### config.mk
export PLATFORM = sky130hd
export DESIGN_NAME = lamp_ramp_ctrl
export DESIGN_NICKNAME = d
export VERILOG_FILES = /design/src/rtl/lamp_ramp_ctrl.sv
export SDC_FILE = /design/constraint.sdc
export NUM_CORES = 1
export LEC_CHECK = 0
export ABC_AREA = 0
export BUFFER_PORTS_ARGS = -buffer_cell sky130_fd_sc_hd__buf_2
export CORE_ASPECT_RATIO = 1.2
export CORE_MARGIN = 5
export CORE_UTILIZATION = 51
export DETAILED_ROUTE_END_ITERATION = 10
export GPL_TIMING_DRIVEN = 0
export PLACE_DENSITY_LB_ADDON = 0.05
export SYNTH_ARGS = -nofsm -noshare
export SYNTH_HDL_FRONTEND = slang
export SYNTH_SLANG_ARGS = --single-unit
### constraint.sdc
create_clock -name clk -period 2.25 [get_ports clk]
set_input_delay 0.3375 -clock clk [delete_from_list [all_inputs] [get_ports clk]]
set_output_delay 0.3375 -clock clk [all_outputs]
set_load 0.02 [all_outputs]
### src/rtl/lamp_ramp_ctrl.sv
// Lamp bank driver: settles the requested lamp count, then ramps a thermometer-coded
// enable bank toward it one lamp per step interval.
module lamp_ramp_ctrl #(
  parameter int unsigned MAX_LAMPS     = 15,
  parameter int unsigned STEP_CYCLES   = 1000,
  parameter int unsigned SETTLE_CYCLES = 4
) (
  input  logic        clk,
  input  logic        rst_n,
  input  logic [3:0]  active_lights,
  input  logic        enable,
  output logic [14:0] lamp_en,
  output logic [3:0]  lamp_count,
  output logic        busy,
  output logic        at_target
);

  localparam int unsigned STEP_W   = (STEP_CYCLES > 32'd1) ? $clog2(STEP_CYCLES) : 1;
  localparam int unsigned SETTLE_W = $clog2(SETTLE_CYCLES + 32'd1);

  localparam logic [STEP_W-1:0]   STEP_LAST   = STEP_W'(STEP_CYCLES - 32'd1);
  localparam logic [STEP_W-1:0]   STEP_ONE    = STEP_W'(1'b1);
  localparam logic [SETTLE_W-1:0] SETTLE_LAST = SETTLE_W'(SETTLE_CYCLES - 32'd1);
  localparam logic [SETTLE_W-1:0] SETTLE_MAX  = SETTLE_W'(SETTLE_CYCLES);
  localparam logic [SETTLE_W-1:0] SETTLE_ONE  = SETTLE_W'(1'b1);
  localparam logic [3:0]          MAX_CNT     = 4'(MAX_LAMPS);

  localparam logic [1:0] ST_IDLE = 2'd0;
  localparam logic [1:0] ST_UP   = 2'd1;
  localparam logic [1:0] ST_DOWN = 2'd2;

  logic [3:0]          candidate_r;
  logic [SETTLE_W-1:0] stable_r;
  logic [3:0]          target_r;
  logic [STEP_W-1:0]   step_r;
  logic [3:0]          lamp_count_r;
  logic [14:0]         lamp_en_r;
  logic                busy_r;
  logic                at_target_r;

  logic                match_s;
  logic                load_s;
  logic                target_chg_s;
  logic [3:0]          clamp_s;
  logic [3:0]          target_nxt_s;
  logic [SETTLE_W-1:0] stable_nxt_s;
  logic [1:0]          state_s;
  logic [3:0]          lamp_nxt_s;
  logic [STEP_W-1:0]   step_nxt_s;

  // Lamps at or above MAX_LAMPS never light, even if the count were out of range.
  function automatic logic [14:0] thermo(input logic [3:0] cnt);
    logic [14:0] t;
    t = 15'd0;
    for (int i = 0; i < 15; i++) begin
      if ((i < int'(cnt)) && (i < int'(MAX_LAMPS))) t[i] = 1'b1;
      else t[i] = 1'b0;
    end
    return t;
  endfunction

  // Settle filter: a request is accepted once it has matched the sampled copy long enough.
  always_comb begin
    match_s      = (active_lights == candidate_r);
    load_s       = match_s && (stable_r == SETTLE_LAST);
    clamp_s      = candidate_r;
    stable_nxt_s = stable_r;
    if (int'(candidate_r) > int'(MAX_LAMPS)) clamp_s = MAX_CNT;
    else clamp_s = candidate_r;
    if (!match_s) stable_nxt_s = '0;
    else if (stable_r == SETTLE_MAX) stable_nxt_s = stable_r;
    else stable_nxt_s = stable_r + SETTLE_ONE;
    target_chg_s = load_s && (clamp_s != target_r);
    if (load_s) target_nxt_s = clamp_s;
    else target_nxt_s = target_r;
  end

  // Ramp direction is derived fresh every cycle from the count/target comparison.
  always_comb begin
    state_s = ST_IDLE;
    if (lamp_count_r < target_r) state_s = ST_UP;
    else if (lamp_count_r > target_r) state_s = ST_DOWN;
    else state_s = ST_IDLE;
  end

  // Step engine; a fresh target wins over a coincident terminal count.
  always_comb begin
    lamp_nxt_s = lamp_count_r;
    step_nxt_s = '0;
    if (!enable) begin
      lamp_nxt_s = 4'd0;
      step_nxt_s = '0;
    end else if (target_chg_s) begin
      lamp_nxt_s = lamp_count_r;
      step_nxt_s = '0;
    end else begin
      case (state_s)
        ST_UP: begin
          if (step_r == STEP_LAST) begin
            step_nxt_s = '0;
            if (int'(lamp_count_r) < int'(MAX_LAMPS)) lamp_nxt_s = lamp_count_r + 4'd1;
            else lamp_nxt_s = lamp_count_r;
          end else begin
            step_nxt_s = step_r + STEP_ONE;
            lamp_nxt_s = lamp_count_r;
          end
        end
        ST_DOWN: begin
          if (step_r == STEP_LAST) begin
            step_nxt_s = '0;
            if (lamp_count_r != 4'd0) lamp_nxt_s = lamp_count_r - 4'd1;
            else lamp_nxt_s = lamp_count_r;
          end else begin
            step_nxt_s = step_r + STEP_ONE;
            lamp_nxt_s = lamp_count_r;
          end
        end
        ST_IDLE: begin
          step_nxt_s = '0;
          lamp_nxt_s = lamp_count_r;
        end
        default: begin
          step_nxt_s = '0;
          lamp_nxt_s = lamp_count_r;
        end
      endcase
    end
  end

  // State and outputs; status flags decode next-state values to stay aligned with the count.
  always_ff @(posedge clk or negedge rst_n) begin
    if (!rst_n) begin
      candidate_r  <= 4'd0;
      stable_r     <= '0;
      target_r     <= 4'd0;
      step_r       <= '0;
      lamp_count_r <= 4'd0;
      lamp_en_r    <= 15'd0;
      busy_r       <= 1'b0;
      at_target_r  <= 1'b0;
    end else begin
      candidate_r  <= active_lights;
      stable_r     <= stable_nxt_s;
      target_r     <= target_nxt_s;
      step_r       <= step_nxt_s;
      lamp_count_r <= lamp_nxt_s;
      lamp_en_r    <= thermo(lamp_nxt_s);
      busy_r       <= enable && (lamp_nxt_s != target_nxt_s);
      at_target_r  <= enable && (lamp_nxt_s == target_nxt_s);
    end
  end

  assign lamp_en    = lamp_en_r;
  assign lamp_count = lamp_count_r;
  assign busy       = busy_r;
  assign at_target  = at_target_r;

endmodule

## Word level (Yosys, flattened, before mapping)

Index checks and enable logic that the tools add are counted.

- Add/sub/neg operators: 4
- Multipliers: 0
- Div/mod/pow operators: 0
- Order comparisons: 18
- Eq/ne operators: 10
- Shift-type cells: 0
- Multiplexer cells: 31
- Bitwise gates (word level): 0
- Reduce and logical (&&, ||, !) cells: 6

Operators with widths:

| operator | number |
|---|---|
| $mux 10 | 4 |
| $lt 4x4->1 const A | 7 |
| $mux 4 | 7 |
| $lt 3x4->1 const A | 4 |
| $mux 1 | 15 |
| $add 10x1->10 const B | 1 |
| $eq 10x10->1 const B | 1 |
| $eq 4x4->1 | 2 |
| $lt 1x4->1 const A | 2 |
| $lt 2x4->1 const A | 2 |
| $ne 4x4->1 | 2 |
| $pmux 4 s2 | 1 |
| $mux 3 | 2 |
| $add 4x1->4 const B | 1 |
| $gt 4x4->1 | 1 |
| $logic_and 1x1->1 | 4 |
| $lt 4x4->1 | 1 |
| $lt 4x4->1 const B | 1 |
| $mux 2 | 2 |
| $reduce_bool 4->1 | 1 |
| $sub 4x1->4 const B | 1 |
| $add 3x1->3 const B | 1 |
| $eq 3x2->1 const B | 1 |
| $eq 3x3->1 const B | 1 |
| other kinds (4) | 4 |

- Register bits after elaboration: 42
- Latch bits: 0
- Memory bits (writable): 0
- Memory bits (read-only): 0
- Output and inout bits: 21
- Word-level logic and storage cells: 77
- Memories: 0

## Longest topological paths before layout

- Depth in word-level cells: 9
- Mapped depth: 10
- Gate-level depth less buffers: 10

## Least setup slack after synthesis

Ideal clock, no wire load.

- Path type: flip-flop to flip-flop
- Start: register lamp_en[7] (netlist name)
- End: register lamp_en_r[0] (netlist: lamp_en[0])
- Setup time: 137 ps
- Arrival: 2365 ps
- Data required time: 2113 ps
- Path slack: -252 ps
- Stages on the path, launching flop included: 10
- Clock period less this slack: 2502 ps
- Cells stage by stage: dfrtp_1 ha_1 a21o_1 o31ai_2 o31ai_1 nand2b_1 o22ai_2 inv_1 nor2_1 nand3_1

RTL lines:

| element | line | source |
|---|---|---|
| end signal: assignment | 147 | `lamp_en_r <= thermo(lamp_nxt_s);` |
| end: declaration | 37 | `logic [14:0] lamp_en_r;` |

## Worst setup path after layout

- Start: register target_r[3]
- End: register busy_r (netlist: busy)

- Longest elaborated chain between the ends: 9

RTL lines:

| element | line | source |
|---|---|---|
| start: declaration | 34 | `logic [3:0] target_r;` |
| start signal: assignment | 144 | `target_r <= target_nxt_s;` |
| $gt 4x4->1 | 82 | `else if (lamp_count_r > target_r) state_s = ST_DOWN;` |
| $mux 2 | 82 |  |
| $mux 2 | 81 | `if (lamp_count_r < target_r) state_s = ST_UP;` |
| $eq 2x2->1 / $eq 2x1->1 (equally long branches) | 97 | `case (state_s)` |
| $pmux 4 s2 | 97 |  |
| $mux 4 | 93 | `end else if (target_chg_s) begin` |
| $mux 4 | 90 | `if (!enable) begin` |
| $ne 4x4->1 * | 148 | `busy_r <= enable && (lamp_nxt_s != target_nxt_s);` |
| $logic_and 1x1->1 * | 148 |  |
| end signal: assignment | 148 |  |
| end: declaration | 38 | `logic busy_r;` |

Mark *: on every way between the ends. The rest lies on a longest branch, timed or not.
A chain may end at the register's enable or synchronous reset.

==> metrics.yaml <==
p_leak_nw: 1.41
wl_per_cell_um: 17.6
antenna_found_initial: 0
fill_cells: 292
cp.depth: 10
reg2reg_to: "busy"
grt_max_degree: 42
yosys-top-cells-count: "dfrtp_1 (41), nor2_1 (20), inv_1 (16), xnor2_1 (16), nand3_1 (13)"
outcome: "finished with violations"
reg2reg_from: "target_r[3]"
cts_num_sinks: 41
final-setup-viol-count: 18
startpoint_type: "flip-flop"
synth-async-reset-ratio_pct: 100
p_per_area_mw_per_mm2: 1280
detail_route.first_pass.iterations: 4
syn_nets: 218
arrival_ns: 2.60
grt_pass1_wl_um: 8490
rows: 25
ys.flop_type: "dfrtp_1"
cts_buffers: 5
r2r_slack_ns: -0.18
yosysSeqAreaShare_pct: 48.4
dp_hpwl_um: 3550
yosysTopAreaCell: "dfrtp_1"
gp_congestion: 0.877
worstSetupPathType: "reg -> reg"
rsz0062_at_grt: "yes"
synth_area_per_cell_um2: 10.5
post_drt_via_cell_ratio: 5.57
ys_ff_latch: 41
cp_top_family: "compound AO/OA/AOI/OAI gates"
cpMostUsedCell: "o31ai_4"
whs_ns: 0.178
slowest_delay_ns: 0.40
ir_drop_uv: 1090
cts_tree: "done"
syn_area_mm2: 0.00212
totalPowerFinal_w: 0.00381
path_clk_slew_ns: 0.08
die-area_mm2: 0.00555
worstPathCellList: "inv_2 > ha_4 > a21o_4 > o31ai_4 > o31ai_4 > buf_6 > o31ai_4 > and3_1 > o21ai_2 > o31a_1"
h-tree-depth: 2
clockBufferDepth: 2
ctsHoldBuffers: 0
ios: 28
nNetsFinal: 274
area_delta_synth_final_pct: 41.1
maxCapViolCount: 0
ys_types: 49
yosysMostFrequentCell: "dfrtp_1"
worst-path-buf-inv: 2
die_width_um: 68.8
drtAntennaViolNets: 0
core-area_mm2: 0.00397
critPathMaxFanout: 4
finalCritPeriodShare_pct: 108
r2r_cells: 10
synth_area_leaders: "dfrtp_1 (48%), xnor2_1 (6.6%), ha_1 (5.9%)"
violations: "setup timing"
worst_slew_pin_slew_ns: 0.906
setup_ws_ns: -0.176
grt_pass1_vias: 1840
track_usage_pct: 20.4
vias: 1739
drt_iter0_markers: 107
slew_headroom_pct: 39.6
slowest_stage: "dfrtp_1"
clk_latency_ns: 0.29
place_inst: 281
drive_above_1_share_pct: 48.4
yosysTopAreaCellShare_pct: 48.4
diodes: 0
io_buffers: 26
cts_root_buffer: "clkbuf_8"
yosysWarningCount: 0
drc_errors: 0
fmax_ghz: 0.412
grt_overflow: 0
stdcell_count: 312
synthCells: 201
finalHoldViolCount: 0
totalWireLength_um: 5490
fin_worst_skew_ns: 0.00896
initial_utilization_pct: 53.3
synth_edf_count: 0
finalCriticalPeriod_ns: 2.43
die_h_um: 80.6
slew_violations: 0
critPathCaptureType: "flip-flop"
crit_required_ns: 2.42
hp-class: "in -> async"
==> how the worst max path moves through the flow <==
stage,start,end,slack (ns)
2_1_floorplan,lamp_count[0],busy,-0.08
3_3_place_gp,lamp_count[1],at_target,-0.33
3_5_place_dp,lamp_count[1],at_target,-0.36
4_1_cts,lamp_count[1],busy,-0.13
5_1_grt,target_r[3],busy,-0.24
6_report,target_r[3],busy,-0.18
==> sequential cells by signal, indices dropped and copies added (netlist names) <==
signal,flops
lamp_count,3
busy,1
lamp_en,15
stable_r,3
at_target,1
target_r,4
step_r,10
candidate_r,4
==> timing repair <==
action	in CTS	in global routing
cloned	0	1
resized for setup	31	35
setup buffers	13	10
endpoints found under the setup margin	20	28
pin swaps	18	19
==> kinds of logic after synthesis <==
logic type | count (synthesis) | synth area share [%]
compound gates | 31 | 11.2
xor+xnor | 22 | 9.75
fa+ha+maj | 10 | 5.91
buf+inv | 20 | 3.78
flops | 41 | 48.4
mux | 4 | 2.07
simple gates | 73 | 18.9
==> per-stage QoR <==
| stage | TNS (ns) | area [um2] | setup slack [ns] | utilization [%] |
|---|---|---|---|---|
| after floorplan | -0.233 | 2200 | -0.0835 | - |
| after global placement | -3.95 | 2400 | -0.329 | 60.4 |
| after detailed placement | -4.83 | 2400 | -0.365 | 60.4 |
| after CTS | -1.35 | 2770 | -0.125 | 69.6 |
| after global routing | -3.07 | 2990 | -0.243 | 75.2 |
| final | -1.79 | 2990 | -0.176 | 75.2 |
==> power by group <==
part / leakage, nW / internal [W] / switching (W)
combinational: 0.810 / 0.00107 / 0.00120
clock: 0.0585 / 0.000332 / 0.000256
sequential: 0.540 / 0.000870 / 0.0000808
==> worst reg2reg max path, cell delays in order (launching register included) <==
cell and delay, ns:
dfrtp_1 0.40, inv_2 0.08, ha_4 0.22, a21o_4 0.21, o31ai_4 0.32, o31ai_4 0.14, buf_6 0.15, o31ai_4 0.26
and3_1 0.22, o21ai_2 0.07, o31a_1 0.24
==> per-layer routing <==
layer | track usage, % | routed length (um) | vias to the layer above
li1 | - | - | 819
met5 | 0 | 0 | -
met4 | 5.46 | 104 | 0
met1 | 23.0 | 2100 | 864
met3 | 4.48 | 242 | 11
met2 | 37.6 | 3040 | 45
==> cell usage in the layout, fill, tap and decap left out, types with 3 or more instances in the layout <==
| master | n |
|---|---|
| a21oi_1 | 4 |
| a21oi_2 | 3 |
| buf_2 | 26 |
| buf_4 | 19 |
| buf_6 | 5 |
| clkbuf_8 | 5 |
| dfrtp_1 | 37 |
| dfrtp_2 | 4 |
| ha_1 | 5 |
| ha_4 | 3 |
| inv_1 | 11 |
| inv_2 | 4 |
| mux2_2 | 3 |
| nand2_1 | 6 |
| nand2_2 | 3 |
| nand3_1 | 10 |
| nand4_1 | 4 |
| nor2_1 | 15 |
| nor2_2 | 3 |
| nor3_1 | 3 |
| o21ai_2 | 3 |
| o31ai_4 | 4 |
| xnor2_1 | 13 |
| xnor2_2 | 3 |
| xor2_1 | 5 |
==> cell type report <==
type / count / area, um2 / area share, %
flip-flops and latches: 41 / 1030 / 34.5
repair buffers: 50 / 347 / 11.6
plain buffers: 3 / 26.3 / 0.879
inverters: 16 / 62.6 / 2.09
clock inverters: 3 / 43.8 / 1.47
well taps: 54 / 67.6 / 2.26
multi-input cells: 140 / 1340 / 44.9
clock buffers: 5 / 68.8 / 2.30
Power figures use the tool's default switching activity.
